<file path="config.mk">
export PLATFORM = sky130hd
export DESIGN_NAME = btn_event_gen
export DESIGN_NICKNAME = d
export VERILOG_FILES = /design/src/rtl/btn_event_gen.sv
export SDC_FILE = /design/constraint.sdc
export NUM_CORES = 1
export LEC_CHECK = 0
export CAP_MARGIN = 20
export CORE_MARGIN = 2
export CORE_UTILIZATION = 60
export CTS_BUF_LIST = sky130_fd_sc_hd__clkbuf_16
export DETAILED_ROUTE_END_ITERATION = 10
export DONT_BUFFER_PORTS = 1
export PLACE_DENSITY = 0.76
export SYNTH_ARGS = -nofsm -noshare
export SYNTH_HDL_FRONTEND = slang
export SYNTH_SLANG_ARGS = --single-unit
export TNS_END_PERCENT = 50
</file>
<file path="constraint.sdc">
create_clock -name clk -period 3.5 [get_ports clk]
set_clock_uncertainty 0.05 [all_clocks]
set_input_delay 0.525 -clock clk [delete_from_list [all_inputs] [get_ports clk]]
set_output_delay 0.525 -clock clk [all_outputs]
set_load 0.02 [all_outputs]
</file>
<file path="src/rtl/btn_event_gen.sv">
// btn_event_gen: turns four debounced button levels into press/short/long/repeat pulses
module btn_event_gen #(
    parameter int LONG_CYCLES   = 100_000_000,
    parameter int REPEAT_CYCLES = 20_000_000
) (
    input  logic       clk,
    input  logic       rst,
    input  logic [3:0] i_debounced_btn,
    output logic [3:0] o_btn_press,
    output logic [3:0] o_btn_short,
    output logic [3:0] o_btn_long,
    output logic [3:0] o_btn_repeat,
    output logic [3:0] o_btn_held
);
    localparam int MAX_CYCLES = (LONG_CYCLES > REPEAT_CYCLES) ? LONG_CYCLES : REPEAT_CYCLES;
    localparam int CW = (MAX_CYCLES > 1) ? $clog2(MAX_CYCLES) : 1;
    localparam logic [CW-1:0] LONG_LAST = CW'(LONG_CYCLES - 1);
    localparam logic [CW-1:0] REP_LAST  = CW'(REPEAT_CYCLES - 1);
    localparam logic [1:0] IDLE    = 2'd0;
    localparam logic [1:0] PRESSED = 2'd1;
    localparam logic [1:0] HELD    = 2'd2;

    genvar i;
    for (i = 0; i < 4; i++) begin : g_btn
        logic          w_in;
        logic [1:0]    r_state, w_nxt;
        logic [CW-1:0] r_cnt, w_cnt;
        logic          w_press, w_short, w_long, w_rep;
        logic          r_press, r_short, r_long, r_rep, r_held;

        assign w_in = i_debounced_btn[i];

        // Next state: release takes priority over both the long and repeat thresholds
        always_comb begin
            w_nxt   = r_state;
            w_cnt   = r_cnt + CW'(1);
            w_press = 1'b0;
            w_short = 1'b0;
            w_long  = 1'b0;
            w_rep   = 1'b0;
            if (r_state == IDLE) begin
                w_nxt   = w_in ? PRESSED : IDLE;
                w_cnt   = w_in ? CW'(1) : '0;
                w_press = w_in;
            end else if (!w_in) begin
                w_nxt   = IDLE;
                w_cnt   = '0;
                w_short = (r_state == PRESSED);
            end else if (r_state == PRESSED && r_cnt == LONG_LAST) begin
                w_nxt  = HELD;
                w_cnt  = '0;
                w_long = 1'b1;
            end else if (r_state == HELD && r_cnt == REP_LAST) begin
                w_cnt = '0;
                w_rep = 1'b1;
            end
        end

        // State, counter and registered event outputs; held mirrors the next state so it rises with press
        always_ff @(posedge clk) begin
            if (rst) begin
                r_state <= IDLE;
                r_cnt   <= '0;
                r_press <= 1'b0;
                r_short <= 1'b0;
                r_long  <= 1'b0;
                r_rep   <= 1'b0;
                r_held  <= 1'b0;
            end else begin
                r_state <= w_nxt;
                r_cnt   <= w_cnt;
                r_press <= w_press;
                r_short <= w_short;
                r_long  <= w_long;
                r_rep   <= w_rep;
                r_held  <= (w_nxt != IDLE);
            end
        end

        assign o_btn_press[i]  = r_press;
        assign o_btn_short[i]  = r_short;
        assign o_btn_long[i]   = r_long;
        assign o_btn_repeat[i] = r_rep;
        assign o_btn_held[i]   = r_held;
    end
endmodule

</file>
# Word level (Yosys, flattened, before mapping)
# Index checks and enable logic that the tools add are counted.
word_totals:
  word_cells: 132
  out_inout_bits: 20
  ff_bits: 136
classes:
  n_mux: 44
  n_bitwise: 8
  n_reduce_logical: 32
  eq_ne: 16
  add_sub_neg: 4
op_table:
  columns: ["op", "count"]
  rows:
  - ["two-way mux 27 bit", 16]
  - ["adder 27 x 1 -> 27 bit (second input constant)", 4]
  - ["equality test 27 x 25 -> 1 bit (second input constant)", 4]
  - ["equality test 27 bit (second input constant)", 4]
  - ["two-way mux 2 bit", 12]
  - ["OR reduction 3 bit", 8]
  - ["two-way mux 1 bit", 16]
  - ["OR reduction 4 bit", 4]
  - ["equality test 2 x 1 -> 1 bit (second input constant)", 4]
  - ["equality test 2 bit (second input constant)", 4]
  - ["logical AND 1 bit", 8]
  - ["logical NOT 2 bit", 4]
  - ["NOT 1 bit", 8]
  - ["nonzero test 2 bit", 4]
  - ["OR reduction 2 bit", 4]

# Depth between registers and ports, before layout
# Gate-level depths: netlist of the first run.
depth:
  ltp_word: 6
  mapped_depth: 8
  depth_no_buf: 6

# Least setup slack after synthesis of the first run
# OpenSTA, ideal clock, no wires.
synth_timing:
  kind: "reg2reg"
  start: "register g_btn[2].r_cnt[14]"
  end: "register g_btn[2].r_cnt[26]"
  period_less_slack_ns: 2.328
  required_ns: 3.335
  slack_ns: 1.172
  n_path_buf: 2
  arrival_time_ns: 2.163
  setup_ns: 0.115
  path_stages_with_launch: 8
  cell_sequence: "dfxtp_1 > or4_1 > or4_4 > a2111oi_4 > or3_1 > buf_4 > buf_6 > nor2_1"
synth_between:
  elab_chain_len: 6
synth_rtl:
  columns: ["element", "line", "source"]
  rows:
  - ["from (decl)", "27", "logic [CW-1:0] r_cnt, w_cnt;"]
  - ["from (signal assigned)", "71", "r_cnt <= w_cnt;"]
  - ["parallel branches: the longest is 3 deep, another holds adder 27 x 1 -> 27 bit", null, null]
  - ["two-way mux 27 bit *", "49", "end else if (r_state == PRESSED && r_cnt == LONG_LAST) begin"]
  - ["two-way mux 27 bit *", "45", "end else if (!w_in) begin"]
  - ["two-way mux 27 bit *", "41", "if (r_state == IDLE) begin"]
# Every way passes the cells marked *.
# A chain may end at the register's enable or synchronous reset.

# Final worst setup path of the first run
layout_timing:
  start: "register g_btn[2].r_cnt[14]"
  end: "register g_btn[2].r_cnt[18]"
# Same word-level chain as after synthesis.

==> impl_metrics.json, run 1 <==
{
  "status": "complete, no violations",
  "r2r_cells": 6,
  "period_minus_slack_ns": 2.77,
  "hold_violations": 0,
  "wl_per_cell_um": 14.4,
  "layout_common_cells": "nor2_1, dfxtp_1, xor2_1",
  "clockBufferDepth": 2,
  "drv_slew": 0,
  "grtUsageTotal_pct": 22.3,
  "fmax_mhz": 361,
  "initial_core_util_pct": 61.4,
  "cts-buffers-inserted": 17,
  "drt_iter0_markers": 154,
  "setup_ws_ns": 0.730,
  "end_kind": "register",
  "dr_total_vias": 4517,
  "clockRootBuffer": "clkbuf_16",
  "core_area_mm2": 0.00968,
  "num_antenna_cells": 0,
  "htreeDepth": 4,
  "synth_cell_types": 42,
  "drv_cap": 0,
  "ioPinCount": 26,
  "peakVddDrop_mv": 0.350,
  "routed_wl_um": 11600,
  "critPathRequiredTime_ns": 3.74,
  "start_kind": "register",
  "synth_warnings": 0,
  "async_flop_share_pct": 0,
  "synth_ff_type": "dfxtp_1",
  "synth_area_per_cell_um2": 8.82,
  "critPathArrivalTime_ns": 3.01,
  "setup_viol": 0,
  "grt_max_degree": 27,
  "layout-drive-gt1-share_pct": 5.95,
  "worstPathMaxFanout": 15,
  "rsz0062_at_grt": "no",
  "area_delta_synth_final_pct": 9.37,
  "power_uw": 3440,
  "fp-row-count": 36,
  "p_leak_uw": 0.00206,
  "synth_edf_count": 0,
  "postCtsSetupRepairBufs": 0,
  "drc_errors": 0,
  "grt_overflow": 0,
  "die_h_um": 104,
  "die_area_mm2": 0.0107,
  "hpwl_um": 7860,
  "cts-resized-gates": 0,
  "clk_pin_slew_ns": 0.06,
  "pre_cts_ws_ns": 0.776,
  "syn_nets": 684,
  "cts_sinks": 136,
  "die_width_um": 104,
  "hold_depth": 1,
  "nets": 669,
  "drt-pass1-iter-count": 5,
  "tightest_slew_ns": 1.05,
  "synth-seq-cells": 136,
  "clock_latency_ns": 0.41,
  "power_density_mw_per_mm2": 529,
  "syn-cell-area_mm2": 0.00594,
  "hold_buffers": 0,
  "vias_per_cell": 5.61,
  "ant_nets": 0,
  "hold_class": "primary input to register",
  "gp_congestion": 0.955,
  "critPathKind": "register to register",
  "synthCells": 674,
  "slew_headroom_pct": 29.2,
  "io_buffer_count": 0,
  "tns_ns": 0,
  "period_share_pct": 79.1,
  "tritoncts": "built",
  "grt_pass1_wl_um": 19900,
  "grt_pass1_vias": 4341,
  "antenna_found_initial": 0,
  "seq_area_frac_synth_pct": 45.8
}
[Yosys cell counts, drive strengths merged (2+ instances only)]
library cell / n / share of area, %
or4: 5 / 0.69
xnor2: 40 / 5.9
nor4b: 7 / 1.0
a2111oi: 3 / 0.76
nor4bb: 6 / 1.0
o21ai: 2 / 0.17
nand4: 33 / 3.5
inv: 12 / 0.76
nor3b: 2 / 0.25
or3: 6 / 0.63
nor2: 136 / 8.6
nand3: 47 / 4.0
nand2b: 5 / 0.53
nor3: 29 / 2.4
nor2b: 6 / 0.63
and3: 17 / 1.8
a21oi: 2 / 0.17
and2: 5 / 0.53
clkbuf: 12 / 0.76
ha: 4 / 0.84
dfxtp: 136 / 46
xor2: 59 / 8.7
buf: 23 / 3.0
o21a: 5 / 0.63
and4: 5 / 0.74
or2: 6 / 0.63
and4b: 3 / 0.51
nor4: 13 / 1.4
nand2: 36 / 2.3
[critical path, stage by stage, from the launching register on]
cell and delay, ns:
dfxtp_1 0.35, or4_1 0.54, or4_4 0.55, a2111oi_4 0.36, or3_1 0.42, buf_4 0.29, nor2_1 0.08
[worst paths after layout]
path	from	to	slack (ns)
min	i_debounced_btn[0]	g_btn[0].r_short	0.14
max reg2reg	g_btn[2].r_cnt[14]	g_btn[2].r_cnt[18]	0.73
max	g_btn[2].r_cnt[14]	g_btn[2].r_cnt[18]	0.73
min reg2reg	g_btn[3].r_state[0]	g_btn[3].r_press	0.45
[per-stage QoR]
stage	std cells	utilization (%)	instance area (um^2)	hold WS, ns
floorplan	674	-	5940	0.404
global placement	773	60.8	5890	0.435
detailed placement	773	60.8	5890	0.443
CTS	805	67.1	6500	0.129
global route	805	67.1	6500	0.125
finish	805	67.1	6500	0.135
[layout make-up]
cell class / instances / area, um^2
clock buffers: 17 / 425
clock inverters: 15 / 183
fillers: 759 / 3180
inverters: 12 / 45.0
multi-input cells: 491 / 2950
flip-flops and latches: 136 / 2720
well taps: 133 / 166
repair buffers: 1 / 7.51
[where the power goes]
group / leakage, uW / total (uW) / switching [uW] / internal, uW
Sequential: 0.00110 / 1580 / 17.6 / 1560
Clock: 0.000291 / 1830 / 647 / 1180
Combinational: 0.000671 / 32.5 / 21.4 / 11.1
Total: 0.00206 / 3440 / 687 / 2750
[per-layer routing]
layer  part of all wire [%]  GRT usage, %  vias up
met5                      0             0        -
met4                    1.6          7.82        0
met3                    4.4          6.23       18
met2                     48          36.9      105
met1                     46          28.0     2134
li1                       -             -     2260
[sequential cells by signal (all words and copies together) (netlist names)]
| signal | flops |
|---|---|
| g_btn.r_long | 4 |
| g_btn.r_state | 8 |
| g_btn.r_held | 4 |
| g_btn.r_rep | 4 |
| g_btn.r_press | 4 |
| g_btn.r_cnt | 108 |
| g_btn.r_short | 4 |
[cell families (layout without fill, tap and decap cells)]
| logic type | Yosys count | after routing | share of synthesized area (%) |
|---|---|---|---|
| xor gates and xnor gates | 99 | 99 | 14.6 |
| and+or+nand+nor | 373 | 373 | 32.0 |
| adders and majority gates | 4 | 4 | 0.842 |
| DFF | 136 | 136 | 45.8 |
| AOI/OAI and AO/OA | 15 | 15 | 2.17 |
| buffers and inverters | 47 | 45 | 4.55 |
Note: power is estimated with default switching activity, not from simulation.
==> inputs of run 2 (changes only) <==
--- a/config.mk
+++ b/config.mk
@@ -7,11 +7,11 @@
 export LEC_CHECK = 0
 export CAP_MARGIN = 20
 export CORE_MARGIN = 2
-export CORE_UTILIZATION = 60
+export CORE_UTILIZATION = 57
 export CTS_BUF_LIST = sky130_fd_sc_hd__clkbuf_16
 export DETAILED_ROUTE_END_ITERATION = 10
 export DONT_BUFFER_PORTS = 1
-export PLACE_DENSITY = 0.76
+export PLACE_DENSITY = 0.75
 export SYNTH_ARGS = -nofsm -noshare
 export SYNTH_HDL_FRONTEND = slang
 export SYNTH_SLANG_ARGS = --single-unit
==> constraint.sdc (replaced) <==
create_clock -name clk -period 2.4 [get_ports clk]
set_clock_uncertainty 0.05 [all_clocks]
set_input_delay 0.36 -clock clk [delete_from_list [all_inputs] [get_ports clk]]
set_output_delay 0.36 -clock clk [all_outputs]
set_load 0.02 [all_outputs]
==> run 2 against run 1 <==
Sequential cell count did not move; clock power rose by 38%; global-route usage rose by 0.096 points; sequential power rose by 46%; non-clock buffer count rose by 23; sequential share of layout area fell by 1.2 points; largest cell class unchanged; highest routed layer unchanged.
==> impl_metrics.json, run 2 (synthesis results as in run 1) <==
{
  "routed_wl_um": 11800,
  "drv_slew": 0,
  "period_minus_slack_ns": 2.35,
  "clockRootBuffer": "clkbuf_16",
  "multi_input_area_mm2": 0.00296,
  "critPathMaxStageDelay_ns": 0.55,
  "tightest_slew_ns": 0.592,
  "postLayoutCellArea_mm2": 0.00670,
  "drt-pass1-iter-count": 5,
  "hold_violations": 0,
  "nets": 692,
  "grtUsageTotal_pct": 22.4,
  "fmax_mhz": 426,
  "critPathArrivalTime_ns": 2.60,
  "tns_ns": 0,
  "io_buffer_count": 0,
  "cts-buffers-inserted": 17,
  "grt_pass1_vias": 4494,
  "r2r_start": "g_btn[2].r_cnt[14]",
  "clock_latency_ns": 0.42,
  "ioPinCount": 26,
  "antenna_found_initial": 0,
  "fillCellCount": 839,
  "period_share_pct": 97.8,
  "layout_common_cells": "nor2_1, dfxtp_1, xor2_1",
  "p_leak_uw": 0.00218,
  "critPathKind": "register to register",
  "die_h_um": 106,
  "power_density_mw_per_mm2": 731,
  "largest_register_ffs": 108,
  "peakVddDrop_mv": 0.411,
  "grt_overflow": 0,
  "placed_area_mm2": 0.00606,
  "clk_pin_slew_ns": 0.06,
  "holdPathEnd": "g_btn[3].r_cnt[0]",
  "drv_cap": 0,
  "r2r_slack_ns": 0.05,
  "fp-row-count": 37,
  "grt_max_degree": 27,
  "hold_depth": 2,
  "core_area_mm2": 0.0102,
  "crit_chain": "or4_1 -> or4_4 -> a2111oi_4 -> or3_4 -> buf_12 -> nor2_1",
  "top_register": "g_btn.r_cnt",
  "tritoncts": "built",
  "setup_ws_ns": 0.0520,
  "hold_ws_ns": 0.110,
  "die_width_um": 106,
  "htreeDepth": 4,
  "wl_per_cell_um": 14.2,
  "r2r_cells": 6,
  "vias_per_cell": 5.52,
  "area_delta_synth_final_pct": 12.7,
  "cts_sinks": 136,
  "initial_core_util_pct": 58.1,
  "cpMaxStageDelayCell": "or4_4",
  "setup_viol": 0,
  "ff_latch_area_mm2": 0.00272,
  "critPathRequiredTime_ns": 2.65,
  "status": "complete, no violations",
  "hpwl_um": 7800,
  "layout-drive-gt1-share_pct": 8.78,
  "hold_class": "primary input to register",
  "reg_top3": "g_btn.r_cnt: 108 flops, g_btn.r_state: 8 flops",
  "die_area_mm2": 0.0113,
  "r2r-end": "g_btn[2].r_cnt[9]",
  "postCtsSetupRepairBufs": 0,
  "start_kind": "register",
  "slew_headroom_pct": 59.5,
  "grt_pass1_wl_um": 20400,
  "end_kind": "register",
  "dr_total_vias": 4588,
  "min_from": "i_debounced_btn[3]",
  "gp_congestion": 0.875,
  "ant_nets": 0,
  "clockBufferDepth": 2,
  "num_antenna_cells": 0,
  "worstPathMaxFanout": 26,
  "pre_cts_ws_ns": 0.0635,
  "drc_errors": 0,
  "drt_iter0_markers": 193
}
[run 2: changes by cell type in the layout (fill, tap and decap cells not counted), moves of 2 or more]
cell | before | now
dlygate4sd3_1 | 0 | 5
buf_4 | 1 | 17
bufinv_16 | 4 | 2
clkinv_1 | 3 | 1
clkinv_2 | 4 | 1
buf_12 | 0 | 2
clkinv_4 | 0 | 4
[run 2: final cells by class]
cell class	instances	share of cell area, %
multi-input cells	491	44.2
well taps	136	2.54
clock inverters	15	2.32
inverters	12	0.673
repair buffers	24	3.25
clock buffers	17	6.35
flip-flops and latches	136	40.7
[run 2: layer usage]
| metal | vias up | global-route usage, % | wire length [um] |
|---|---|---|---|
| met3 | 20 | 5.27 | 428 |
| met4 | 0 | 10.2 | 274 |
| met2 | 96 | 37.8 | 5840 |
| met1 | 2153 | 27.0 | 5300 |
| met5 | - | 0 | 0 |
| li1 | 2319 | - | - |
[run 2: worst max-delay path, delay by kind of cell, from the launching register on]
family	cells	cell delay [ns]
buf+inv	1	0.16
flops	1	0.31
compound gates	1	0.37
simple gates	4	1.33
[run 2: worst max path at each step]
| stage | endpoint | start | cells past startpoint | slack (ns) |
|---|---|---|---|---|
| finish | g_btn[2].r_cnt[9] | g_btn[2].r_cnt[14] | 6 | 0.05 |
| global route | g_btn[2].r_cnt[9] | g_btn[2].r_cnt[14] | 6 | -0.01 |
| CTS | g_btn[2].r_cnt[19] | g_btn[2].r_cnt[14] | 6 | 0.05 |
| detailed placement | g_btn[2].r_cnt[11] | g_btn[2].r_cnt[14] | 6 | 0.06 |
| global placement | g_btn[2].r_cnt[20] | g_btn[2].r_cnt[14] | 6 | 0.11 |
| floorplan | g_btn[2].r_cnt[26] | g_btn[2].r_cnt[14] | 7 | 0.07 |
[run 2: power by group]
group / leakage, uW / switching (uW) / internal, uW / total, uW
clock: 0.000275 / 999 / 1530 / 2530
sequential: 0.00110 / 23.1 / 2280 / 2300
combinational: 0.000804 / 39.8 / 30.1 / 69.8
[run 2: repair_timing]
| item | CTS | global route |
|---|---|---|
| hold endpoints to repair | 4 | 0 |
| hold buffers | 5 | 0 |
| setup endpoints to repair | 0 | 26 |
| resized for setup | 0 | 2 |
[run 2: metrics by stage]
step	power, uW	util (%)	std cells
after floorplan	2400	-	674
after global placement	2410	59.2	794
after detailed placement	2410	59.2	794
after CTS	4920	65.4	831
after global routing	5020	65.4	831
final	4900	65.4	831
==> inputs of run 3 (changes only) <==
--- a/config.mk
+++ b/config.mk
@@ -5,7 +5,7 @@
 export SDC_FILE = /design/constraint.sdc
 export NUM_CORES = 1
 export LEC_CHECK = 0
-export CAP_MARGIN = 20
+export CAP_MARGIN = 5
 export CORE_MARGIN = 2
 export CORE_UTILIZATION = 57
 export CTS_BUF_LIST = sky130_fd_sc_hd__clkbuf_16
==> results of run 3 <==
The final DEF is identical to that of run 2; final timing and power are the same.
